**src/rtl/vga_sync_gen.sv**
```systemverilog
// vga_sync_gen: pixel timing source for the VGA pipeline.
// A clock divider produces the pixel enable. Nested column and line counters
// advance on that enable. Every output comes straight from a flop, and
// video_on, hsync and vsync are computed from the counter values being
// loaded, so each one describes the same pixel as pixel_x/pixel_y.
module vga_sync_gen #(
    parameter int CLK_DIV   = 2,
    parameter int H_DISPLAY = 640,
    parameter int H_FRONT   = 16,
    parameter int H_SYNC    = 96,
    parameter int H_BACK    = 48,
    parameter int V_DISPLAY = 480,
    parameter int V_FRONT   = 10,
    parameter int V_SYNC    = 2,
    parameter int V_BACK    = 33
) (
    input  logic       clk,
    input  logic       reset_n,
    output logic       p_tick,
    output logic [9:0] pixel_x,
    output logic [9:0] pixel_y,
    output logic       video_on,
    output logic       hsync,
    output logic       vsync,
    output logic       frame_start
);

    localparam int H_TOTAL = H_DISPLAY + H_FRONT + H_SYNC + H_BACK;
    localparam int V_TOTAL = V_DISPLAY + V_FRONT + V_SYNC + V_BACK;
    localparam int DIV_W   = (CLK_DIV > 1) ? $clog2(CLK_DIV) : 1;

    localparam logic [DIV_W-1:0] DIV_LAST = DIV_W'(CLK_DIV - 1);
    localparam logic [DIV_W-1:0] DIV_ONE  = DIV_W'(1);

    localparam logic [9:0] X_LAST   = 10'(H_TOTAL - 1);
    localparam logic [9:0] Y_LAST   = 10'(V_TOTAL - 1);
    localparam logic [9:0] X_VIS    = 10'(H_DISPLAY);
    localparam logic [9:0] Y_VIS    = 10'(V_DISPLAY);
    localparam logic [9:0] HS_START = 10'(H_DISPLAY + H_FRONT);
    localparam logic [9:0] HS_END   = 10'(H_DISPLAY + H_FRONT + H_SYNC);
    localparam logic [9:0] VS_START = 10'(V_DISPLAY + V_FRONT);
    localparam logic [9:0] VS_END   = 10'(V_DISPLAY + V_FRONT + V_SYNC);

    logic [DIV_W-1:0] div;
    logic             tick;
    logic [9:0]       x_next;
    logic [9:0]       y_next;
    logic             video_next;
    logic             hsync_next;
    logic             vsync_next;
    logic             frame_next;

    // Pixel enable fires on the last clock of each divider period.
    // With CLK_DIV=1 the divider stays at zero, so the enable fires every clock.
    always_comb begin
        tick = (div == DIV_LAST);
    end

    // Divider: counts 0..CLK_DIV-1 and wraps.
    always_ff @(posedge clk or negedge reset_n) begin
        if (!reset_n) begin
            div <= '0;
        end else if (tick) begin
            div <= '0;
        end else begin
            div <= div + DIV_ONE;
        end
    end

    // Next counter position, and the timing flags that describe that position.
    always_comb begin
        x_next = (pixel_x == X_LAST) ? 10'd0 : pixel_x + 10'd1;
        y_next = pixel_y;
        if (pixel_x == X_LAST) begin
            y_next = (pixel_y == Y_LAST) ? 10'd0 : pixel_y + 10'd1;
        end
        video_next = (x_next < X_VIS) && (y_next < Y_VIS);
        hsync_next = !((x_next >= HS_START) && (x_next < HS_END));
        vsync_next = !((y_next >= VS_START) && (y_next < VS_END));
        frame_next = (x_next == 10'd0) && (y_next == 10'd0);
    end

    // Counters and registered outputs. Everything except the pulses holds between ticks.
    // Reset parks the counters on the last pixel, so the first tick opens a complete frame.
    always_ff @(posedge clk or negedge reset_n) begin
        if (!reset_n) begin
            p_tick      <= 1'b0;
            pixel_x     <= X_LAST;
            pixel_y     <= Y_LAST;
            video_on    <= 1'b0;
            hsync       <= 1'b1;
            vsync       <= 1'b1;
            frame_start <= 1'b0;
        end else begin
            p_tick      <= tick;
            frame_start <= tick && frame_next;
            if (tick) begin
                pixel_x  <= x_next;
                pixel_y  <= y_next;
                video_on <= video_next;
                hsync    <= hsync_next;
                vsync    <= vsync_next;
            end
        end
    end

endmodule

```
**config.mk**
```make
export PLATFORM = sky130hd
export DESIGN_NAME = vga_sync_gen
export DESIGN_NICKNAME = d
export VERILOG_FILES = /design/src/rtl/vga_sync_gen.sv
export SDC_FILE = /design/constraint.sdc
export NUM_CORES = 1
export LEC_CHECK = 0
export CELL_PAD_IN_SITES_DETAIL_PLACEMENT = 1
export CELL_PAD_IN_SITES_GLOBAL_PLACEMENT = 2
export CORE_MARGIN = 1
export CORE_UTILIZATION = 38
export CTS_CLUSTER_DIAMETER = 50
export DETAILED_ROUTE_END_ITERATION = 16
export DONT_BUFFER_PORTS = 1
export HOLD_SLACK_MARGIN = 0.15
export PLACE_DENSITY = 0.87
export SLEW_MARGIN = 20
export SYNTH_ARGS = -nofsm -noshare
export SYNTH_HDL_FRONTEND = slang
export SYNTH_SLANG_ARGS = --single-unit
```
**constraint.sdc**
```tcl
create_clock -name clk -period 3.2 [get_ports clk]
set_clock_uncertainty 0.15 [all_clocks]
set_input_delay 0.48 -clock clk [delete_from_list [all_inputs] [get_ports clk]]
set_output_delay 0.48 -clock clk [all_outputs]
set_load 0.01 [all_outputs]
```
==> results.json, run 1 <==
{
  "status": "completed",
  "end_kind": "flop",
  "slowest_stage": "or4b_4",
  "synthArstFlopShare_pct": 100.0,
  "drt-total-wl_mm": 4.457,
  "synth_seq_area_share_pct": 37.95,
  "p_clk_share_pct": 36.4,
  "power-per-cell-area_nw_per_um2": 291.7,
  "ys_ff_latch": 26,
  "syn_area_sq_um": 1754,
  "syn_nets": 199,
  "rrSetupSlack_ns": 0.49,
  "combPwrFrac_pct": 1.9,
  "hold_violations": 0,
  "clk_pin_slew_ns": 0.09,
  "start_kind": "flop",
  "fin_crit_ns": 2.705,
  "vias": 1496,
  "worst-path-buf-inv": 0,
  "wl_per_cell_microns": 18.49,
  "rsz0062_at_grt": "no",
  "clockRootBuffer": "clkbuf_8",
  "ant_nets": 0,
  "synth_edf_count": 0,
  "drtPass1Iterations": 4,
  "slew_headroom_pct": 65.28,
  "layout_commonest_cell": "nand2_1",
  "fmax_ghz": 0.3697,
  "fin_hold_ws_ns": 0.3704,
  "p_int_w": 0.0004217,
  "drv_slew": 0,
  "grt_max_degree": 27,
  "first_global_vias": 1598,
  "dp_hpwl_mm": 3.295,
  "reg2reg_to": "frame_start$_DFF_PN0_",
  "cts_resized": 0,
  "ir_drop_v": 0.0001342,
  "port_buffers": 0,
  "yosys_warnings": 0,
  "critPathMaxStageDelay_ns": 0.63,
  "grt_overflow": 0,
  "worstSetupPathType": "flop to flop",
  "nNetsFinal": 196,
  "min_to": "hsync$_DFFE_PN1P_",
  "final_cell_mix": "nand2_1, nand3_1, dfrtp_1",
  "fillCellCount": 524,
  "antenna_cells": 0,
  "yosysUniqueCellTypes": 52,
  "vias_per_cell": 6.207,
  "antenna_found_initial": 0,
  "crit_chain": "or4b_4 -> nor3_4 -> o21ai_1 -> a211o_1 -> nor2_1 -> nor4b_2",
  "cts_sinks": 26,
  "fin_tns_setup_ns": 0,
  "hp-class": "flop to flop",
  "crit_family": "simple AND/OR/NAND/NOR gates",
  "pre_cts_ws_ns": 0.5185,
  "drive_above_1_share_pct": 15.87,
  "r2r-start": "pixel_x[5]$_DFFE_PN0P_",
  "p_leak_nw": 0.7152,
  "finalWorstSetupSlack_ns": 0.4948,
  "max_cap_viol_count": 0,
  "fin_crit_sh_pct": 84.54,
  "syn_area_per_cell_sq_um": 9.089,
  "switchingPower_w": 0.0001118,
  "routabilityCongestion": 0.8657,
  "path_depth": 6,
  "clk_path_buf_depth": 2,
  "core_area_sq_um": 4384,
  "die_area_sq_um": 4892,
  "worst_skew_pair.late_latency_ns": 0.27,
  "p_sw_share_pct": 20.96,
  "grt_use_total_pct": 19.50,
  "drt_iter0_drc": 59,
  "cts_tree": "built",
  "worstHoldStart": "hsync$_DFFE_PN1P_",
  "required_ns": 3.23,
  "seq_power_share_pct": 61.7,
  "cts_made_buffers": 3,
  "die_h_microns": 69.95,
  "r2r_cells": 6,
  "htreeDepth": 1,
  "synth-main-ff-cell": "dfrtp_1",
  "io_pins": 27,
  "setup_viol": 0,
  "holdPathStages": 2,
  "area_delta_synth_final_pct": 4.279,
  "crit_fanout": 15,
  "crit_arrival_ns": 2.73,
  "fp-row-count": 24,
  "syn_inst": 193,
  "grt_pass1_wl_mm": 7.686,
  "fp.dieW_microns": 69.95,
  "drc": 0,
  "start_util_pct": 40.01,
  "tightestPinTransition_ns": 0.5160
}
[tightest hold or removal path, delay by kind of cell, from the launching register on]
family / cells / cell delay [ns]
DFF: 1 / 0.39
and+or+nand+nor: 1 / 0.08
AOI/OAI and AO/OA: 1 / 0.05
[layer usage]
metal / up-vias / track usage, % / wire length, microns
met3: 10 / 3.896 / 147
met4: 0 / 7.111 / 95
met2: 28 / 34.83 / 2306
met1: 763 / 22.99 / 1906
met5: - / 0 / 0
li1: 695 / - / -
[state kept, by name, indices dropped and copies added (netlist names)]
register,count
vsync,1
hsync,1
p_tick,1
video_on,1
div,1
frame_start,1
pixel_x,10
pixel_y,10
[Yosys cell counts (3+ instances only)]
cell type	n	area, sq um
and4_1	3	26.28
nor3_1	7	35.03
xnor2_1	11	96.34
clkbuf_1	4	15.01
a21oi_1	9	45.04
xor2_1	7	61.31
nand4_1	6	37.54
ha_1	4	50.05
nor2_1	11	41.29
dfrtp_1	14	350.3
a31oi_1	5	31.28
inv_1	7	26.28
buf_4	3	22.52
buf_6	3	33.78
o21ai_0	10	50.05
or3_1	3	18.77
nand2_1	18	67.56
nand3_1	15	75.07
dfstp_2	12	315.3
[worst max-delay path by stage]
stage,to,slack (ns),startpoint
global route,frame_start$_DFF_PN0_,0.29,pixel_x[5]$_DFFE_PN0P_
detailed placement,frame_start$_DFF_PN0_,0.52,pixel_y[5]$_DFFE_PN0P_
finish,frame_start$_DFF_PN0_,0.49,pixel_x[5]$_DFFE_PN0P_
global placement,frame_start$_DFF_PN0_,0.58,pixel_x[5]$_DFFE_PN0P_
CTS,frame_start$_DFF_PN0_,0.49,pixel_x[5]$_DFFE_PN0P_
floorplan,frame_start$_DFF_PN0_,0.75,pixel_x[8]$_DFFE_PN1P_
[cell type report]
type | instances | area, sq um | area share [%]
well taps | 52 | 65.06 | 3.557
clock buffers | 4 | 45.04 | 2.462
multi-input cells | 148 | 982.2 | 53.69
repair buffers | 4 | 45.04 | 2.462
flip-flops and latches | 26 | 665.6 | 36.39
inverters | 7 | 26.28 | 1.436
[timing repair]
action / CTS / global route
hold endpoints to repair: 26 / 0
buffers inserted: 0 / 0
setup endpoints to repair: 0 / 0
hold buffers: 2 / 0
[power groups by stage]
stage                logic, W  clock network (W)  registers, W
2_1_floorplan  0.000000000402                  0      0.000335
3_3_place_gp   0.000000000367                  0      0.000335
3_5_place_dp   0.000000000367                  0      0.000335
4_1_cts             0.0000111           0.000203      0.000329
5_1_grt             0.0000119           0.000216      0.000329
6_report            0.0000102           0.000194      0.000329
[kinds of logic (layout without fill, tap and decap cells)]
group	after synthesis	after routing	synth area share, %
flops	26	26	37.95
buf+inv	19	15	6.062
fa+ha+maj	4	4	2.853
mux	4	4	2.425
xor+xnor	18	18	8.987
compound gates	40	40	14.98
simple gates	82	82	26.75
[through the flow]
stage	total power, W	cell area, sq um	cells	utilization [%]
floorplan	0.0003350	1754	193	-
global placement	0.0003350	1754	235	40.01
detailed placement	0.0003350	1754	235	40.01
CTS	0.0005431	1829	241	41.72
global route	0.0005569	1829	241	41.72
finish	0.0005335	1829	241	41.72
Note: power is estimated with default switching activity, not from simulation.
==> run 2, diff against run 1 <==
==> constraint.sdc (replaced) <==
create_clock -name clk -period 2.6 [get_ports clk]
set_clock_uncertainty 0.15 [all_clocks]
set_input_delay 0.39 -clock clk [delete_from_list [all_inputs] [get_ports clk]]
set_output_delay 0.39 -clock clk [all_outputs]
set_load 0.01 [all_outputs]
==> run 2 against run 1 <==
- critical path depth up 1
- global-route usage is 1.9 points higher
- sequential share of layout area decreased by 3.1 points
- count of clock-buffer cells in the layout stayed put
- critical path type unchanged
- largest cell class unchanged
- largest power group unchanged
==> results.json, run 2 (synthesized netlist as in run 1, its figures left out) <==
{
  "design_area_sq_um": 1999,
  "grt_use_total_pct": 21.41,
  "fp-row-count": 24,
  "combPwrFrac_pct": 1.8,
  "start_kind": "flop",
  "status": "completed",
  "seq_power_share_pct": 59.4,
  "drt_iter0_drc": 71,
  "drt-total-wl_mm": 4.932,
  "core_area_sq_um": 4384,
  "htreeDepth": 1,
  "cts_made_buffers": 3,
  "clk_pin_slew_ns": 0.09,
  "dp_hpwl_mm": 3.650,
  "fin_crit_sh_pct": 93.87,
  "antenna_cells": 0,
  "end_kind": "flop",
  "slew_headroom_pct": 67.59,
  "tightestPinTransition_ns": 0.4817,
  "fmax_ghz": 0.4097,
  "grt_pass1_wl_mm": 8.307,
  "first_global_vias": 1654,
  "drc": 0,
  "drtPass1Iterations": 4,
  "power-per-cell-area_nw_per_um2": 341.3,
  "io_pins": 27,
  "layout_commonest_cell": "buf_4",
  "total_power_w": 0.0006823,
  "worst_skew_pair.late_latency_ns": 0.27,
  "cts_tree": "built",
  "start_util_pct": 40.01,
  "port_buffers": 0,
  "largest_registers": "pixel_x x10, pixel_y x10",
  "wl_per_cell_microns": 19.04,
  "grt_max_degree": 27,
  "ir_drop_v": 0.0001550,
  "hp-class": "flop to flop",
  "antenna_found_initial": 0,
  "setup_viol": 0,
  "switchingPower_w": 0.0001376,
  "routabilityCongestion": 0.8504,
  "clk_path_buf_depth": 2,
  "nNetsFinal": 214,
  "worstSetupPathType": "flop to flop",
  "cts_sinks": 26,
  "drv_slew": 0,
  "p_clk_share_pct": 38.8,
  "vias_per_cell": 5.958,
  "area_delta_synth_final_pct": 13.98,
  "p_leak_nw": 0.8099,
  "clockRootBuffer": "clkbuf_8",
  "p_int_w": 0.0005447,
  "max_cap_viol_count": 0,
  "drive_above_1_share_pct": 25.12,
  "die_area_sq_um": 4892,
  "grt_overflow": 0,
  "die_h_microns": 69.95,
  "placed_area_sq_um": 1867,
  "fin_crit_ns": 2.441,
  "vias": 1543,
  "final_cell_mix": "buf_4, nand2_1, nand3_1",
  "hold_violations": 0,
  "ant_nets": 0,
  "crit_fanout": 6,
  "required_ns": 2.63,
  "fp.dieW_microns": 69.95,
  "crit_arrival_ns": 2.47,
  "p_sw_share_pct": 20.17
}
-- run 2: layout make-up --
cell class,instances,area [sq um]
fill,525,2385
multi-input combinational,148,1007
sequential,26,665.6
timing repair buffer,22,180.2
tap,52,65.06
clock buffer,4,55.05
inverter,7,26.28
-- run 2: timing repair --
item                                    4_1_cts  5_1_grt
endpoints found under the hold margin        26        0
endpoints found under the setup margin        0        3
buffers inserted                              0        3
hold buffers                                  2        0
resized for setup                             0        4
-- run 2: routing by layer --
layer | share of wire, % | vias to the layer above | GRT usage [%]
li1 | - | 727 | -
met4 | 2.3 | 0 | 7.111
met2 | 52 | 33 | 38.57
met1 | 43 | 771 | 26.03
met5 | 0 | - | 0
met3 | 3.2 | 12 | 3.030
-- run 2: final timing paths --
| path | from | to | slack, ns | cells past startpoint |
|---|---|---|---|---|
| worst max-delay path | pixel_x[1]$_DFFE_PN1P_ | frame_start$_DFF_PN0_ | 0.16 | 7 |
| worst min-delay path | vsync$_DFFE_PN1P_ | vsync$_DFFE_PN1P_ | 0.38 | 2 |
| worst max register to register | pixel_x[1]$_DFFE_PN1P_ | frame_start$_DFF_PN0_ | 0.16 | 7 |
| worst min register to register | vsync$_DFFE_PN1P_ | vsync$_DFFE_PN1P_ | 0.38 | 2 |
| max in group asynchronous | reset_n | pixel_y[3]$_DFFE_PN1P_ | 1.68 | 2 |
| min in group asynchronous | reset_n | pixel_x[7]$_DFFE_PN0P_ | 0.40 | 2 |
-- run 2: critical path, cell delays in order (launching register included) --
cell,delay [ns]
dfstp_2,0.55
ha_2,0.23
nand4_1,0.19
nor3_4,0.36
nor2_2,0.12
a2111oi_4,0.30
nand4_1,0.16
nor4b_2,0.29
-- run 2: stage by stage --
step / util, % / instances / hold slack (ns) / TNS (ns) / setup WS [ns]
4_1_cts: 44.52 / 256 / 0.3819 / 0 / 0.03819
2_1_floorplan: - / 193 / -0.05559 / 0 / 0.1495
5_1_grt: 45.61 / 259 / 0.4028 / -0.01196 / -0.01196
3_5_place_dp: 42.58 / 250 / -0.05424 / 0 / 0.07770
6_report: 45.61 / 259 / 0.3822 / 0 / 0.1593
3_3_place_gp: 42.58 / 250 / -0.05439 / 0 / 0.08683
-- run 2: power by group through the flow --
stage	sequential (W)	clock, W	combinational (W)
2_1_floorplan	0.000412	0	0.000000000402
3_5_place_dp	0.000412	0	0.000000000445
3_3_place_gp	0.000412	0	0.000000000445
4_1_cts	0.000405	0.000276	0.0000134
6_report	0.000405	0.000265	0.0000126
5_1_grt	0.000405	0.000293	0.0000144
==> run 3, diff against run 2 <==
--- a/config.mk
+++ b/config.mk
@@ -8,12 +8,12 @@
 export CELL_PAD_IN_SITES_DETAIL_PLACEMENT = 1
 export CELL_PAD_IN_SITES_GLOBAL_PLACEMENT = 2
 export CORE_MARGIN = 1
-export CORE_UTILIZATION = 38
+export CORE_UTILIZATION = 35
 export CTS_CLUSTER_DIAMETER = 50
 export DETAILED_ROUTE_END_ITERATION = 16
 export DONT_BUFFER_PORTS = 1
-export HOLD_SLACK_MARGIN = 0.15
-export PLACE_DENSITY = 0.87
+export HOLD_SLACK_MARGIN = 0.12
+export PLACE_DENSITY = 0.84
 export SLEW_MARGIN = 20
 export SYNTH_ARGS = -nofsm -noshare
 export SYNTH_HDL_FRONTEND = slang
==> constraint.sdc (replaced) <==
create_clock -name clk -period 2.15 [get_ports clk]
set_clock_uncertainty 0.15 [all_clocks]
set_input_delay 0.3225 -clock clk [delete_from_list [all_inputs] [get_ports clk]]
set_output_delay 0.3225 -clock clk [all_outputs]
set_load 0.01 [all_outputs]
==> run 3 against run 2 <==
- the run now ends with negative setup slack left
- register-to-register slack got worse by 0.26 ns
- worst setup slack got worse by 0.26 ns
- fmax rose by 8.4%
- clock power rose by 12%
- total power rose by 17%
- critical path depth did not move
- combinational power rose by 20%
- core utilization rose by 5.0 points
- count of clock-buffer cells in the layout did not move
- die area rose by 8.3%
- via count rose by 9.9%
- critical path type unchanged
- critical endpoint unchanged
==> results.json, run 3 (synthesized netlist as in run 1, its figures left out) <==
{
  "drt-total-wl_mm": 5.578,
  "crit_arrival_ns": 2.29,
  "drtPass1Iterations": 4,
  "cts_sinks": 26,
  "first_global_vias": 1719,
  "drv_slew": 0,
  "vias": 1696,
  "io_pins": 27,
  "nNetsFinal": 249,
  "status": "finished, violations left",
  "die_area_sq_um": 5299,
  "finalWorstSetupSlack_ns": -0.1020,
  "layout_commonest_cell": "buf_4",
  "grt_overflow": 0,
  "tightestPinTransition_ns": 0.3309,
  "port_buffers": 0,
  "crit_family": "simple AND/OR/NAND/NOR gates",
  "core_area_sq_um": 4786,
  "fin_hold_ws_ns": 0.3242,
  "power-per-cell-area_nw_per_um2": 330.9,
  "hp-class": "primary input to asynchronous set/reset pin",
  "start_util_pct": 36.65,
  "clk_pin_slew_ns": 0.09,
  "die_h_microns": 72.80,
  "fin_tns_setup_ns": -0.1534,
  "fmax_ghz": 0.4441,
  "dp_hpwl_mm": 3.964,
  "placed_area_sq_um": 2167,
  "routabilityCongestion": 0.9217,
  "drive_above_1_share_pct": 42.15,
  "clk_path_buf_depth": 2,
  "ir_drop_v": 0.0001867,
  "fp-row-count": 25,
  "max_cap_viol_count": 0,
  "wl_per_cell_microns": 18.05,
  "crit_chain": "or4b_4 -> nor3_4 -> buf_6 -> nor2_2 -> a2111oi_4 -> nand4_1 -> nor4b_2",
  "slew_headroom_pct": 77.86,
  "fillCellCount": 556,
  "grt_use_total_pct": 21.20,
  "crit_fanout": 2,
  "worst_skew_pair.late_latency_ns": 0.27,
  "post-place-cells": 300,
  "grt_pass1_wl_mm": 8.680,
  "area_delta_synth_final_pct": 37.95,
  "fin_crit_ns": 2.252,
  "worstSetupPathType": "flop to flop",
  "rsz0062_at_grt": "yes",
  "design_area_sq_um": 2420,
  "fin_crit_sh_pct": 104.7,
  "ant_nets": 0,
  "start_kind": "flop",
  "worst-path-buf-inv": 1,
  "cts_made_buffers": 3,
  "vias_per_cell": 5.489,
  "hold_violations": 0,
  "required_ns": 2.18,
  "clockRootBuffer": "clkbuf_8",
  "end_kind": "flop",
  "violations": "negative setup slack",
  "fin_util_pct": 50.56,
  "fp.dieW_microns": 72.80,
  "htreeDepth": 1,
  "largest_registers": "pixel_x x10, pixel_y x10",
  "antenna_found_initial": 0,
  "drt_iter0_drc": 60,
  "slowest_stage": "dfstp_2",
  "drc": 0,
  "layout.cells.non_filler": 309,
  "cts_tree": "built",
  "critPathMaxStageDelay_ns": 0.54,
  "grt_max_degree": 27,
  "p_leak_nw": 1.018,
  "final_cell_mix": "buf_4, nand2_1, nand3_1",
  "antenna_cells": 0,
  "setup_viol": 4
}
==> run 3: repair_timing <==
action | in CTS | in global routing
setup buffers | 2 | 1
hold endpoints to repair | 26 | 0
gates resized for setup | 12 | 19
setup endpoints to repair | 10 | 9
pin swaps | 2 | 6
hold buffers | 2 | 0
==> run 3: final timing paths <==
check / from / depth (start not counted) / slack [ns] / end
hold reg to reg: vsync$_DFFE_PN1P_ / 2 / 0.37 / vsync$_DFFE_PN1P_
setup reg to reg: pixel_x[8]$_DFFE_PN1P_ / 7 / -0.10 / frame_start$_DFF_PN0_
max in group asynchronous: reset_n / 2 / 1.30 / pixel_y[3]$_DFFE_PN1P_
setup / recovery: pixel_x[8]$_DFFE_PN1P_ / 7 / -0.10 / frame_start$_DFF_PN0_
min in group clk: vsync$_DFFE_PN1P_ / 2 / 0.37 / vsync$_DFFE_PN1P_
hold / removal: reset_n / 2 / 0.32 / pixel_x[7]$_DFFE_PN0P_
==> run 3: routing by layer <==
layer  track usage (%)  wire (microns)  vias to the layer above
li1                  -               -                      804
met5                 0               0                        -
met4             5.447              66                        0
met2             36.76            2796                       32
met3             3.867             195                       10
met1             27.16            2520                      850
==> run 3: power by group <==
group	leakage, nW	total (W)	switching, W	internal [W]
Clock	0.0228	0.000296	0.000163	0.000133
Sequential	0.312	0.000490	0	0.000490
Combinational	0.684	0.0000151	0.0000102	0.00000493
==> run 3: cell type report <==
type                            count  area [sq um]  area share (%)
Clock buffer                        4         45.04           1.861
Inverter                            7         26.28           1.086
Tap cell                           67         83.83           3.464
Timing Repair Buffer               57         461.7           19.08
Sequential cell                    26         665.6           27.51
Multi-Input combinational cell    148          1137           47.00
==> run 3: stage by stage <==
step / total power (W) / setup slack, ns
after floorplan: 0.0004986 / -0.1518
final: 0.0008008 / -0.1020
after detailed placement: 0.0004986 / -0.2438
after CTS: 0.0008058 / -0.1042
after global routing: 0.0008218 / -0.1947
after global placement: 0.0004986 / -0.08234
